--- src/rtl/matmul_core_scheduler.sv ---
// -----------------------------------------------------------------------------
// matmul_core_scheduler
//
// Shares a single DAC-to-ADC matmul sequencer between NREQ requesters. Pending
// requests are arbitrated round-robin. The winner's core index and iteration
// count are latched and held steady for SETUP_CYC cycles. The sequencer is then
// triggered, and the scheduler waits for it to go busy and return to idle. A
// one-cycle done pulse goes back to the owner. err is set with that pulse when
// the watchdog expired instead.
//
// Ports
//   clk            system clock
//   rst_n          asynchronous active-low reset
//   req            level request per requester, held until its done
//   req_core       target core per requester, slice i = [i*CORE_W +: CORE_W]
//   req_iter       iteration count per requester, slice i = [i*8 +: 8]
//   grant          one-cycle one-hot pulse when a requester is accepted
//   done           one-cycle one-hot pulse when its transaction finishes
//   err            valid with done; 1 = watchdog timeout
//   busy           high whenever the scheduler is not idle
//   core_sel       core select to the mux, held from SETUP through DONE
//   seq_iteration  iteration count to the sequencer, same hold as core_sel
//   seq_trigger    trigger to the sequencer
//   seq_idle       sequencer idle status
// -----------------------------------------------------------------------------
module matmul_core_scheduler #(
    parameter int          NREQ      = 4,
    parameter int          CORE_W    = 6,
    parameter int          SETUP_CYC = 2,
    parameter logic [19:0] TIMEOUT   = 20'd1000000
) (
    input  logic                     clk,
    input  logic                     rst_n,
    input  logic [NREQ-1:0]          req,
    input  logic [NREQ*CORE_W-1:0]   req_core,
    input  logic [NREQ*8-1:0]        req_iter,
    output logic [NREQ-1:0]          grant,
    output logic [NREQ-1:0]          done,
    output logic                     err,
    output logic                     busy,
    output logic [CORE_W-1:0]        core_sel,
    output logic [7:0]               seq_iteration,
    output logic                     seq_trigger,
    input  logic                     seq_idle
);

    localparam int PTR_W = (NREQ > 1) ? $clog2(NREQ) : 1;
    localparam int SC_W  = (SETUP_CYC > 1) ? $clog2(SETUP_CYC) : 1;
    localparam logic [SC_W-1:0]  SETUP_LOAD = SC_W'(SETUP_CYC - 1);
    localparam logic [19:0]      WD_LIMIT   = TIMEOUT - 20'd1;
    localparam logic [NREQ-1:0]  ONE_HOT0   = NREQ'(1);

    typedef enum logic [2:0] {IDLE, SETUP, TRIG, WAIT, DONE} state_t;

    state_t            state_reg, state_next;
    logic [PTR_W-1:0]  ptr_reg, ptr_next;
    logic [PTR_W-1:0]  owner_reg, owner_next;
    logic [SC_W-1:0]   setup_cnt_reg, setup_cnt_next;
    logic [19:0]       wd_cnt_reg, wd_cnt_next;

    logic [NREQ-1:0]   grant_reg, grant_next;
    logic [NREQ-1:0]   done_reg, done_next;
    logic              err_reg, err_next;
    logic              busy_reg, busy_next;
    logic [CORE_W-1:0] core_sel_reg, core_sel_next;
    logic [7:0]        seq_iteration_reg, seq_iteration_next;
    logic              seq_trigger_reg, seq_trigger_next;

    // Per-requester views of the packed request buses, and the requester
    // index visited at each scan offset from the round-robin pointer.
    logic [CORE_W-1:0] core_arr [NREQ];
    logic [7:0]        iter_arr [NREQ];
    logic [PTR_W:0]    cand_sum [NREQ];
    logic [PTR_W-1:0]  cand_idx [NREQ];

    genvar gi;
    generate
        for (gi = 0; gi < NREQ; gi++) begin : g_req
            assign core_arr[gi] = req_core[gi*CORE_W +: CORE_W];
            assign iter_arr[gi] = req_iter[gi*8 +: 8];
            assign cand_sum[gi] = {1'b0, ptr_reg} + (PTR_W+1)'(gi);
            assign cand_idx[gi] = (cand_sum[gi] >= (PTR_W+1)'(NREQ))
                                ? PTR_W'(cand_sum[gi] - (PTR_W+1)'(NREQ))
                                : PTR_W'(cand_sum[gi]);
        end
    endgenerate

    // Scan from the largest offset down so the smallest offset (closest to
    // the pointer) wins without needing an early exit.
    logic             arb_found;
    logic [PTR_W-1:0] arb_idx;

    always_comb begin
        arb_found = 1'b0;
        arb_idx   = '0;
        for (int off = NREQ - 1; off >= 0; off--) begin
            if (req[cand_idx[off]]) begin
                arb_found = 1'b1;
                arb_idx   = cand_idx[off];
            end
        end
    end

    // The watchdog only counts in TRIG/WAIT. A zero limit disables it.
    logic timeout_hit;
    assign timeout_hit = (TIMEOUT != 20'd0) && (wd_cnt_reg == WD_LIMIT) &&
                         ((state_reg == TRIG) || (state_reg == WAIT));

    // State and transaction context register
    always_ff @(posedge clk or negedge rst_n) begin
        if (!rst_n) begin
            state_reg     <= IDLE;
            ptr_reg       <= '0;
            owner_reg     <= '0;
            setup_cnt_reg <= '0;
            wd_cnt_reg    <= '0;
        end else begin
            state_reg     <= state_next;
            ptr_reg       <= ptr_next;
            owner_reg     <= owner_next;
            setup_cnt_reg <= setup_cnt_next;
            wd_cnt_reg    <= wd_cnt_next;
        end
    end

    // Next-state logic
    always_comb begin
        state_next     = state_reg;
        ptr_next       = ptr_reg;
        owner_next     = owner_reg;
        setup_cnt_next = setup_cnt_reg;
        wd_cnt_next    = wd_cnt_reg;
        case (state_reg)
            IDLE: begin
                if (arb_found) begin
                    state_next     = SETUP;
                    owner_next     = arb_idx;
                    ptr_next       = (arb_idx == PTR_W'(NREQ - 1)) ? '0 : arb_idx + PTR_W'(1);
                    setup_cnt_next = SETUP_LOAD;
                end
            end
            SETUP: begin
                // Clearing here means the watchdog starts at 0 on entry to TRIG.
                wd_cnt_next = '0;
                if (setup_cnt_reg == '0) begin
                    state_next = TRIG;
                end else begin
                    setup_cnt_next = setup_cnt_reg - SC_W'(1);
                end
            end
            TRIG: begin
                wd_cnt_next = wd_cnt_reg + 20'd1;
                if (timeout_hit) begin
                    state_next = DONE;
                end else if (!seq_idle) begin
                    state_next = WAIT;
                end
            end
            WAIT: begin
                wd_cnt_next = wd_cnt_reg + 20'd1;
                if (timeout_hit || seq_idle) begin
                    state_next = DONE;
                end
            end
            DONE:    state_next = IDLE;
            default: state_next = IDLE;
        endcase
    end

    // Output logic: next values for the registered outputs
    always_comb begin
        grant_next         = '0;
        core_sel_next      = core_sel_reg;
        seq_iteration_next = seq_iteration_reg;
        if ((state_reg == IDLE) && arb_found) begin
            grant_next         = ONE_HOT0 << arb_idx;
            core_sel_next      = core_arr[arb_idx];
            seq_iteration_next = iter_arr[arb_idx];
        end
        done_next        = (state_next == DONE) ? (ONE_HOT0 << owner_reg) : '0;
        err_next         = (state_next == DONE) && timeout_hit;
        busy_next        = (state_next != IDLE);
        seq_trigger_next = (state_next == TRIG);
    end

    always_ff @(posedge clk or negedge rst_n) begin
        if (!rst_n) begin
            grant_reg         <= '0;
            done_reg          <= '0;
            err_reg           <= 1'b0;
            busy_reg          <= 1'b0;
            core_sel_reg      <= '0;
            seq_iteration_reg <= '0;
            seq_trigger_reg   <= 1'b0;
        end else begin
            grant_reg         <= grant_next;
            done_reg          <= done_next;
            err_reg           <= err_next;
            busy_reg          <= busy_next;
            core_sel_reg      <= core_sel_next;
            seq_iteration_reg <= seq_iteration_next;
            seq_trigger_reg   <= seq_trigger_next;
        end
    end

    assign grant         = grant_reg;
    assign done          = done_reg;
    assign err           = err_reg;
    assign busy          = busy_reg;
    assign core_sel      = core_sel_reg;
    assign seq_iteration = seq_iteration_reg;
    assign seq_trigger   = seq_trigger_reg;

endmodule

--- config.mk ---
export PLATFORM = sky130hd
export DESIGN_NAME = matmul_core_scheduler
export DESIGN_NICKNAME = d
export VERILOG_FILES = /design/src/rtl/matmul_core_scheduler.sv
export SDC_FILE = /design/constraint.sdc
export NUM_CORES = 1
export LEC_CHECK = 0
export ABC_AREA = 1
export CORE_MARGIN = 2
export CORE_UTILIZATION = 52
export DETAILED_ROUTE_END_ITERATION = 16
export PLACE_DENSITY_LB_ADDON = 0.2
export SLEW_MARGIN = 20
export SYNTH_ARGS = -nofsm -noshare
export SYNTH_HDL_FRONTEND = slang
export SYNTH_SLANG_ARGS = --single-unit
export TNS_END_PERCENT = 50
--- constraint.sdc ---
create_clock -name clk -period 3.5 [get_ports clk]
set_clock_uncertainty 0.15 [all_clocks]
set_input_delay 0.875 -clock clk [delete_from_list [all_inputs] [get_ports clk]]
set_output_delay 0.875 -clock clk [all_outputs]
set_load 0.01 [all_outputs]
==> results of run 1 <==
-- routing by layer --
metal	track usage [%]	vias up
met3	7.03	8
met1	30.8	1427
met2	42.4	95
met4	6.00	0
li1	-	1568
met5	0	-
-- final cells by class --
type                    instances  area (um^2)
fillers                       513         1730
multi-input cells             299         1440
flip-flops and latches         53         1330
repair buffers                 93          923
inverters                      83          314
well taps                      75         93.8
clock buffers                   6         82.6
clock inverters                 2         13.8
-- worst reg2reg max path, delay by kind of cell, from the launching register on --
| kind | cells | cell delay (ns) |
|---|---|---|
| buf+inv | 2 | 0.33 |
| flops | 1 | 0.56 |
| simple gates | 11 | 1.37 |
-- worst paths after layout --
check	endpoint
worst max-delay path	seq_iteration[2]$_DFFE_PN0P_
worst min-delay path	done[2]$_DFF_PN0_
worst max register to register	seq_iteration[2]$_DFFE_PN0P_
worst min register to register	done[2]$_DFF_PN0_
max in group asynchronous	seq_iteration[2]$_DFFE_PN0P_
min in group asynchronous	done[3]$_DFF_PN0_
-- cell usage in the layout, fill, tap and decap left out, types with 4 or more instances in the layout --
cell,count
sky130_fd_sc_hd__nor3_1,10
sky130_fd_sc_hd__inv_1,80
sky130_fd_sc_hd__nand4_1,4
sky130_fd_sc_hd__nand2_2,9
sky130_fd_sc_hd__clkdlybuf4s50_1,86
sky130_fd_sc_hd__a21oi_1,8
sky130_fd_sc_hd__nand2_1,116
sky130_fd_sc_hd__or2_1,16
sky130_fd_sc_hd__ha_1,5
sky130_fd_sc_hd__nand3_1,70
sky130_fd_sc_hd__buf_4,5
sky130_fd_sc_hd__dfrtp_1,53
sky130_fd_sc_hd__nor2_1,28
sky130_fd_sc_hd__clkbuf_8,6
sky130_fd_sc_hd__o21ai_0,16
-- power breakdown --
group / leakage, nW / switching [mW] / internal [mW] / total [mW]
Clock: 0.0512 / 0.198 / 0.161 / 0.359
Combinational: 1.38 / 1.15 / 0.774 / 1.93
Sequential: 0.693 / 0.125 / 0.791 / 0.916
Total: 2.13 / 1.48 / 1.73 / 3.20
-- stage by stage --
step	cells	hold WS, ns	utilization, %	power, mW	cell area, um^2
5_1_grt	611	0.345	70.8	3.53	4190
3_5_place_dp	603	0.304	69.2	2.86	4100
6_report	611	0.322	70.8	3.20	4190
3_3_place_gp	603	0.299	69.2	2.78	4100
2_1_floorplan	447	0.282	-	2.26	3170
4_1_cts	611	0.318	70.8	3.22	4190
-- kinds of logic after synthesis --
| logic type | synth area share [%] |
|---|---|
| muxes | 0.987 |
| buffers and inverters | 12.8 |
| DFF | 41.9 |
| AOI/OAI and AO/OA | 5.61 |
| and+or+nand+nor | 36.5 |
| adders and majority gates | 1.97 |
| xor gates and xnor gates | 0.277 |
==> flow_summary_export.csv, run 1 <==
group,metric,value,unit
status,outcome,"finished clean",
min_path,worst_hold_path.num_cells,1,
setup_path,cp_max_fo,40,
setup_path,timing.critical_path.max_delay_family,"simple AND/OR/NAND/NOR gates",
min_path,worstHoldStart,"owner_reg[0]$_DFFE_PN0P_",
setup_path,cp_slowest_cell,"sky130_fd_sc_hd__clkdlybuf4s50_1",
route,num_vias,3098,
power_and_ir_drop,power_density_over_cell_area,764,mW/mm^2
synthesis,synthTopCellsByCount,"116 x sky130_fd_sc_hd__nand2_1, 80 x sky130_fd_sc_hd__inv_1, 70 x sky130_fd_sc_hd__nand3_1, 53 x sky130_fd_sc_hd__dfrtp_1, 28 x sky130_fd_sc_hd__nor2_1",
sta,setup_viol,0,
setup_path,timing.critical_path.mode_cell,"sky130_fd_sc_hd__nand2_1",
power_and_ir_drop,p_leak,2.13,nW
cts,cts-root-to-sink-buffers,2,
cts,tritoncts_buffers,5,
cts,clock_sinks,53,
cts,cts_resized,0,
cells_and_area,design.final.nets,603,
placement,place.gp.congestion,0.900,
cells_and_area,antennaDiodeCount,0,
synthesis,synth_top_area_share,41.9,%
setup_path,endpoint_kind,"register",
setup_path,critical_path_buf_inv_count,4,
sta,timing_hold_violations_final,0,
synthesis,netlist_top_cells_area,"sky130_fd_sc_hd__dfrtp_1 42%, sky130_fd_sc_hd__nand2_1 14%, sky130_fd_sc_hd__nand3_1 11%",
route,wl_met3,488,um
synthesis,synth_top_area_cell,"sky130_fd_sc_hd__dfrtp_1",
global_route,grt_max_degree,41,
floorplanning,placementRows,28,
setup_path,path_depth,14,
global_route,grt_antenna_before_repair,0,
route,viasPerCell,5.07,
cts,post_cts_hold_buffer_count,0,
setup_path,rrSetupSlack,1.00,ns
cts,post-cts-setup-buffer-count,0,
placement,numPortBuffers,87,
synthesis,count_of_flip_flops_with_a_built_in_enable_after_synthesis,0,
synthesis,synth_cell_types,31,
setup_path,critical_path.max_stage_delay,0.47,ns
synthesis,synth-warning-count,0,
global_route,grt_pass1_vias,3078,
synthesis,syn_inst,447,
cts,cts_tree,"built",
sta,setup_ws,0.604,ns
setup_path,worst-setup-path-type,"primary input to register",
placement,place_ws,0.321,ns
sta,pins_over_their_slew_limit,0,
setup_path,critPathRequiredTime,3.53,ns
cells_and_area,final_layout_size_suffix_gt1_share,5.97,%
sta,finalSetupTns,0,ns
floorplanning,fp.dieW,82.1,um
synthesis,synth_area_per_cell,7.09,um^2
synthesis,async_reset_ff_share,100,%
min_path,worst_hold_path_type,"register to register",
setup_path,reg2regPathDepth,13,
setup_path,rr_startpoint,"ptr_reg[0]$_DFFE_PN0P_",
cts,worst_path_clk_slew,0.10,ns
setup_path,crit_arrival,2.93,ns
placement,post-dp-hpwl,5.90,mm
route,ant_nets,0,
floorplanning,initial_core_util,53.5,%
route,routedLengthMet1,3.28,mm
sta,timing.final.crit_period,2.90,ns
floorplanning,dieArea,0.00673,mm^2
sta,timing.final.crit_share,82.7,%
route,wirelength,7.55,mm
floorplanning,floorplan.core_area,0.00592,mm^2
power_and_ir_drop,irDropWorstVdd,0.394,mV
setup_path,cp-start-kind,"primary input",
sta,rsz0062_at_grt,"no",
route,top_layer_used,"met4",
cells_and_area,area_growth_syn_to_layout,32.3,%
synthesis,yosys_register_bits,53,
sta,worst_case_headroom_to_the_max_slew_limit,69.7,%
route,wl_met2,3.73,mm
setup_path,critical_path.startpoint,"req[3]",
synthesis,yosysMostFrequentCell,"sky130_fd_sc_hd__nand2_1",
synthesis,synth.yosys.seq_area_share,41.9,%
global_route,grt_pass1_wl,13.0,mm
floorplanning,ioPinCount,88,
setup_path,cp_cell_sequence,"clkdlybuf4s50_1, inv_1, nand2_1, nand3_1, nand2_1, inv_1, nand2_1, nand2_1, nand2_2, nand2_2, buf_12, or2_1, nand3_1, nand3_1",
cells_and_area,largest_register_ff_count,20,
global_route,groute.usage.overall,24.8,%
global_route,grt-ovfl-total,0,
sta,max_clock_freq,345,MHz
flow_run,number_of_max_capacitance_violations_reported,0,
cts,cts-root-buf,"sky130_fd_sc_hd__clkbuf_8",
route,route.detailed.wl_per_inst,12.4,um
synthesis,synth_fp_nets,515,
synthesis,yosys_most_used_dff,"sky130_fd_sc_hd__dfrtp_1",
synthesis,netlist_area,0.00317,mm^2
route,initialDrtViolationCount,144,
cts,clock_tree.htree_level_count,2,
cts,worst_skew_pair.late_latency,0.30,ns
sta,tightest_slew,0.455,ns
floorplanning,die-height,82.1,um
route,detailedRoute.firstPassIterationCount,4,
route,detail_route.drc_violations,0,
No activity file was read; power rests on OpenSTA's default activity.
==> inputs of run 2 (changes only) <==
CORE_UTILIZATION = 48   (was 52)
clock period = 2.7 ns   (was 3.5 ns; I/O delays follow)
==> flow_summary_export.csv, run 2 (synthesis gave the netlist of run 1 again) <==
group,metric,value,unit
status,outcome,"finished clean",
floorplanning,floorplan.core_area,0.00635,mm^2
sta,timing.final.crit_share,87.8,%
setup_path,critical_path.max_stage_delay,0.47,ns
cells_and_area,final_layout_size_suffix_gt1_share,6.84,%
setup_path,endpoint_kind,"register",
setup_path,worst-setup-path-type,"primary input to register",
route,wirelength,7.20,mm
cts,cts_tree,"built",
cts,post_cts_hold_buffer_count,0,
power_and_ir_drop,power_density_over_cell_area,984,mW/mm^2
global_route,groute.usage.overall,21.4,%
floorplanning,placementRows,29,
power_and_ir_drop,p_leak,2.15,nW
cts,post-cts-setup-buffer-count,0,
setup_path,critical_path_buf_inv_count,3,
global_route,grt_pass1_vias,2972,
sta,setup_ws,0.329,ns
route,viasPerCell,4.93,
setup_path,cp-start-kind,"primary input",
setup_path,rrSetupSlack,0.49,ns
placement,place_ws,0.0117,ns
route,detailedRoute.firstPassIterationCount,4,
floorplanning,ioPinCount,88,
sta,setup_viol,0,
route,ant_nets,0,
cts,cts-root-buf,"sky130_fd_sc_hd__clkbuf_8",
route,initialDrtViolationCount,146,
power_and_ir_drop,share_comb_of_total_power,61.9,%
floorplanning,initial_core_util,49.9,%
power_and_ir_drop,power_frac_clock,9.5,%
placement,post-dp-hpwl,5.63,mm
global_route,grt-ovfl-total,0,
cells_and_area,layout.cells.most_common,"sky130_fd_sc_hd__nand2_1",
sta,timing.final.crit_period,2.37,ns
cts,clock_tree.htree_level_count,2,
power_and_ir_drop,seq_power_share,28.6,%
cells_and_area,largest_register_ff_count,20,
cts,tritoncts_buffers,5,
power_and_ir_drop,switchingPower,1.87,mW
route,detail_route.drc_violations,0,
setup_path,critPathRequiredTime,2.78,ns
cts,worst_path_clk_slew,0.08,ns
sta,pins_over_their_slew_limit,0,
global_route,grt_antenna_before_repair,0,
setup_path,cp_cell_sequence,"clkdlybuf4s50_1, nand2_1, nand2_1, nand2_1, nand2_2, inv_1, nand3_1, nand2_1, nand2_1, nand2_1, nor2_2, buf_4, nand3_1, nand3_1",
cells_and_area,area_growth_syn_to_layout,33.7,%
flow_run,number_of_max_capacitance_violations_reported,0,
min_path,worst_hold_path_type,"primary input to asynchronous set/reset pin",
route,route.detailed.wl_per_inst,11.7,um
floorplanning,fp.dieW,85.2,um
cts,cts-root-to-sink-buffers,2,
setup_path,cp_slowest_cell,"sky130_fd_sc_hd__clkdlybuf4s50_1",
route,num_vias,3049,
sta,timing_hold_violations_final,0,
power_and_ir_drop,power.internal,2.30,mW
floorplanning,dieArea,0.00727,mm^2
cells_and_area,layout_common_cells,"116 x sky130_fd_sc_hd__nand2_1, 86 x sky130_fd_sc_hd__clkdlybuf4s50_1, 80 x sky130_fd_sc_hd__inv_1, 70 x sky130_fd_sc_hd__nand3_1, 53 x sky130_fd_sc_hd__dfrtp_1",
power_and_ir_drop,switching_share,44.9,%
cts,worst_skew_pair.late_latency,0.29,ns
global_route,grt_pass1_wl,12.6,mm
sta,max_clock_freq,422,MHz
cells_and_area,antennaDiodeCount,0,
sta,worst_case_headroom_to_the_max_slew_limit,65.8,%
setup_path,crit_arrival,2.45,ns
global_route,grt_max_degree,35,
cts,cts_resized,0,
floorplanning,die-height,85.2,um
cells_and_area,design.final.nets,610,
setup_path,timing.critical_path.mode_cell,"sky130_fd_sc_hd__nand2_1",
sta,finalSetupTns,0,ns
cts,clock_sinks,53,
sta,tightest_slew,0.514,ns
setup_path,cp_max_fo,9,
placement,numPortBuffers,87,
placement,place.gp.congestion,0.941,
sta,rsz0062_at_grt,"no",
power_and_ir_drop,irDropWorstVdd,0.534,mV
setup_path,timing.critical_path.max_delay_family,"simple AND/OR/NAND/NOR gates",
==> run 2: area by class of cell <==
| cell class | instances | area, um^2 |
|---|---|---|
| clock buffer | 5 | 68.8 |
| clock inverter | 1 | 5.00 |
| fill | 541 | 2110 |
| inverter | 83 | 314 |
| multi-input combinational | 299 | 1440 |
| sequential | 53 | 1330 |
| tap | 77 | 96.3 |
| timing repair buffer | 100 | 988 |
==> run 2: final timing paths <==
kind                                           startpoint                      endpoint  depth (start not counted)
worst max-delay path                               req[2]  seq_iteration[2]$_DFFE_PN0P_                         14
worst min-delay path                                rst_n     wd_cnt_reg[7]$_DFFE_PN0P_                          1
worst max register to register  wd_cnt_reg[0]$_DFFE_PN0P_    wd_cnt_reg[18]$_DFFE_PN0P_                         12
worst min register to register   owner_reg[0]$_DFFE_PN0P_             done[2]$_DFF_PN0_                          1
max in group asynchronous                           rst_n  seq_iteration[7]$_DFFE_PN0P_                          2
min in group clk                 owner_reg[0]$_DFFE_PN0P_             done[2]$_DFF_PN0_                          1
==> run 2: metal layers <==
layer	vias up	part of all wire, %	global-route usage [%]	routed length (um)
li1	1577	-	-	-
met1	1384	43	25.9	3080
met2	84	50	36.7	3570
met3	4	7.1	6.32	511
met4	0	0.58	6.64	42
met5	-	0	0	0
==> run 2: power groups by stage <==
stage | sequential, mW | clock, mW | combinational [mW]
after floorplan | 1.22 | 0 | 1.71
after global placement | 1.20 | 0 | 2.53
after detailed placement | 1.20 | 0 | 2.59
after CTS | 1.19 | 0.416 | 2.60
after global routing | 1.22 | 0.453 | 2.95
final | 1.19 | 0.396 | 2.58
==> run 2: metrics by stage <==
stage	total power, mW	area, um^2	instances	util [%]	hold slack (ns)
after floorplan	2.93	3170	447	-	0.229
after global placement	3.73	4160	612	65.6	0.292
after detailed placement	3.79	4160	612	65.6	0.296
after CTS	4.21	4240	618	66.7	0.199
after global routing	4.62	4240	618	66.7	0.216
final	4.17	4240	618	66.7	0.195
==> inputs of run 3 (changes only) <==
MAX_ROUTING_LAYER = met4   (was not set)
SKIP_CTS_REPAIR_TIMING = 1   (was not set)
==> flow_summary_export.csv, run 3 (synthesis gave the netlist of run 1 again) <==
group,metric,value,unit
cts,clock_sinks,53,
cells_and_area,layout.cells.most_common,"sky130_fd_sc_hd__nand2_1",
cells_and_area,layout_common_cells,"116 x sky130_fd_sc_hd__nand2_1, 86 x sky130_fd_sc_hd__clkdlybuf4s50_1, 80 x sky130_fd_sc_hd__inv_1, 70 x sky130_fd_sc_hd__nand3_1, 53 x sky130_fd_sc_hd__dfrtp_1",
cts,cts-root-to-sink-buffers,2,
global_route,grt_pass1_wl,12.6,mm
global_route,groute.usage.overall,22.1,%
route,detail_route.drc_violations,0,
floorplanning,fp.dieW,85.2,um
route,route.detailed.wl_per_inst,11.6,um
cts,cts-root-buf,"sky130_fd_sc_hd__clkbuf_8",
floorplanning,ioPinCount,88,
sta,max_clock_freq,419,MHz
setup_path,endpoint_kind,"register",
setup_path,worst-setup-path-type,"primary input to register",
sta,setup_viol,0,
sta,rsz0062_at_grt,"no",
floorplanning,die-height,85.2,um
sta,timing_hold_violations_final,0,
power_and_ir_drop,power_density_over_cell_area,984,mW/mm^2
route,num_vias,3042,
min_path,worst_hold_path_type,"primary input to asynchronous set/reset pin",
route,wirelength,7.19,mm
sta,setup_ws,0.315,ns
setup_path,worst_r2r_endpoint,"wd_cnt_reg[18]$_DFFE_PN0P_",
cts,worst_skew_pair.late_latency,0.29,ns
placement,place.gp.congestion,0.958,
placement,place_ws,0.0117,ns
global_route,grt_pass1_vias,2969,
cts,tritoncts_buffers,5,
floorplanning,initial_core_util,49.9,%
setup_path,cp_slowest_cell,"sky130_fd_sc_hd__clkdlybuf4s50_1",
cells_and_area,largest_register_ff_count,20,
cells_and_area,design.final.nets,610,
placement,postPlaceCellArea,0.00416,mm^2
floorplanning,dieArea,0.00727,mm^2
power_and_ir_drop,irDropWorstVdd,0.535,mV
sta,pins_over_their_slew_limit,0,
sta,fin_worst_hold_slack,0.196,ns
setup_path,cp_max_fo,9,
route,viasPerCell,4.92,
sta,timing.final.crit_period,2.38,ns
setup_path,critical_path.max_stage_delay,0.47,ns
sta,finalSetupTns,0,ns
setup_path,cp-start-kind,"primary input",
cts,cts_tree,"built",
route,detailedRoute.firstPassIterationCount,4,
floorplanning,floorplan.core_area,0.00635,mm^2
cts,clock_tree.htree_level_count,2,
route,initialDrtViolationCount,156,
placement,post-dp-hpwl,5.63,mm
setup_path,rrSetupSlack,0.48,ns
setup_path,cp_cell_sequence,"clkdlybuf4s50_1, nand2_1, nand2_1, nand2_1, nand2_2, inv_1, nand3_1, nand2_1, nand2_1, nand2_1, nor2_2, buf_4, nand3_1, nand3_1",
setup_path,crit_arrival,2.47,ns
cells_and_area,antennaDiodeCount,0,
route,ant_nets,0,
cells_and_area,post-route-cell-area,0.00424,mm^2
global_route,grt-ovfl-total,0,
sta,tightest_slew,0.513,ns
flow_run,number_of_max_capacitance_violations_reported,0,
global_route,grt_antenna_before_repair,0,
floorplanning,placementRows,29,
setup_path,reg2regPathDepth,12,
status,outcome,"finished clean",
sta,timing.final.crit_share,88.3,%
setup_path,rr_startpoint,"wd_cnt_reg[0]$_DFFE_PN0P_",
sta,worst_case_headroom_to_the_max_slew_limit,65.8,%
cells_and_area,final_layout_size_suffix_gt1_share,6.84,%
cts,worst_path_clk_slew,0.08,ns
power_and_ir_drop,p_leak,2.15,nW
cells_and_area,area_growth_syn_to_layout,33.7,%
global_route,grt_max_degree,35,
setup_path,critPathRequiredTime,2.78,ns
placement,numPortBuffers,87,
setup_path,timing.critical_path.mode_cell,"sky130_fd_sc_hd__nand2_1",
[run 3: where the power goes]
group	internal [mW]	switching (mW)	total, mW
logic	1.10	1.48	2.58
registers	1.03	0.166	1.19
clock network	0.171	0.225	0.396
[run 3: stage by stage]
step	cells	power [mW]	utilization, %
6_report	618	4.17	66.7
5_1_grt	618	4.62	66.7
4_1_cts	618	4.21	66.7
3_5_place_dp	612	3.79	65.6
3_3_place_gp	612	3.73	65.6
2_1_floorplan	447	2.93	-
[run 3: how the worst max path moves through the flow]
stage                      start                      endpoint  slack, ns  depth (start not counted)
final                     req[2]  seq_iteration[2]$_DFFE_PN0P_       0.32                         14
after global placement    req[1]  seq_iteration[7]$_DFFE_PN0P_       0.09                         14
after detailed placement  req[2]  seq_iteration[2]$_DFFE_PN0P_       0.01                         14
after floorplan           req[3]        ptr_reg[1]$_DFFE_PN0P_       0.48                         13
after CTS                 req[2]  seq_iteration[2]$_DFFE_PN0P_       0.33                         14
after global routing      req[2]  seq_iteration[4]$_DFFE_PN0P_       0.09                         14
[run 3: routing by layer]
| metal | part of all wire, % | wire length [um] | up-vias | track usage (%) |
|---|---|---|---|---|
| li1 | - | - | 1579 | - |
| met1 | 44 | 3140 | 1377 | 26.5 |
| met2 | 49 | 3550 | 84 | 36.7 |
| met3 | 6.3 | 456 | 2 | 5.54 |
| met4 | 0.56 | 40 | 0 | 6.64 |
| met5 | 0 | 0 | - | - |
[run 3: final cells by class]
class | count | area [um^2]
fillers | 541 | 2110
clock buffers | 5 | 68.8
clock inverters | 1 | 5.00
well taps | 77 | 96.3
flip-flops and latches | 53 | 1330
multi-input cells | 299 | 1440
repair buffers | 100 | 988
inverters | 83 | 314
[run 3: worst max-delay path, delay by kind of cell]
| kind | cells | cell delay [ns] |
|---|---|---|
| buffers and inverters | 3 | 0.69 |
| and+or+nand+nor | 11 | 1.10 |
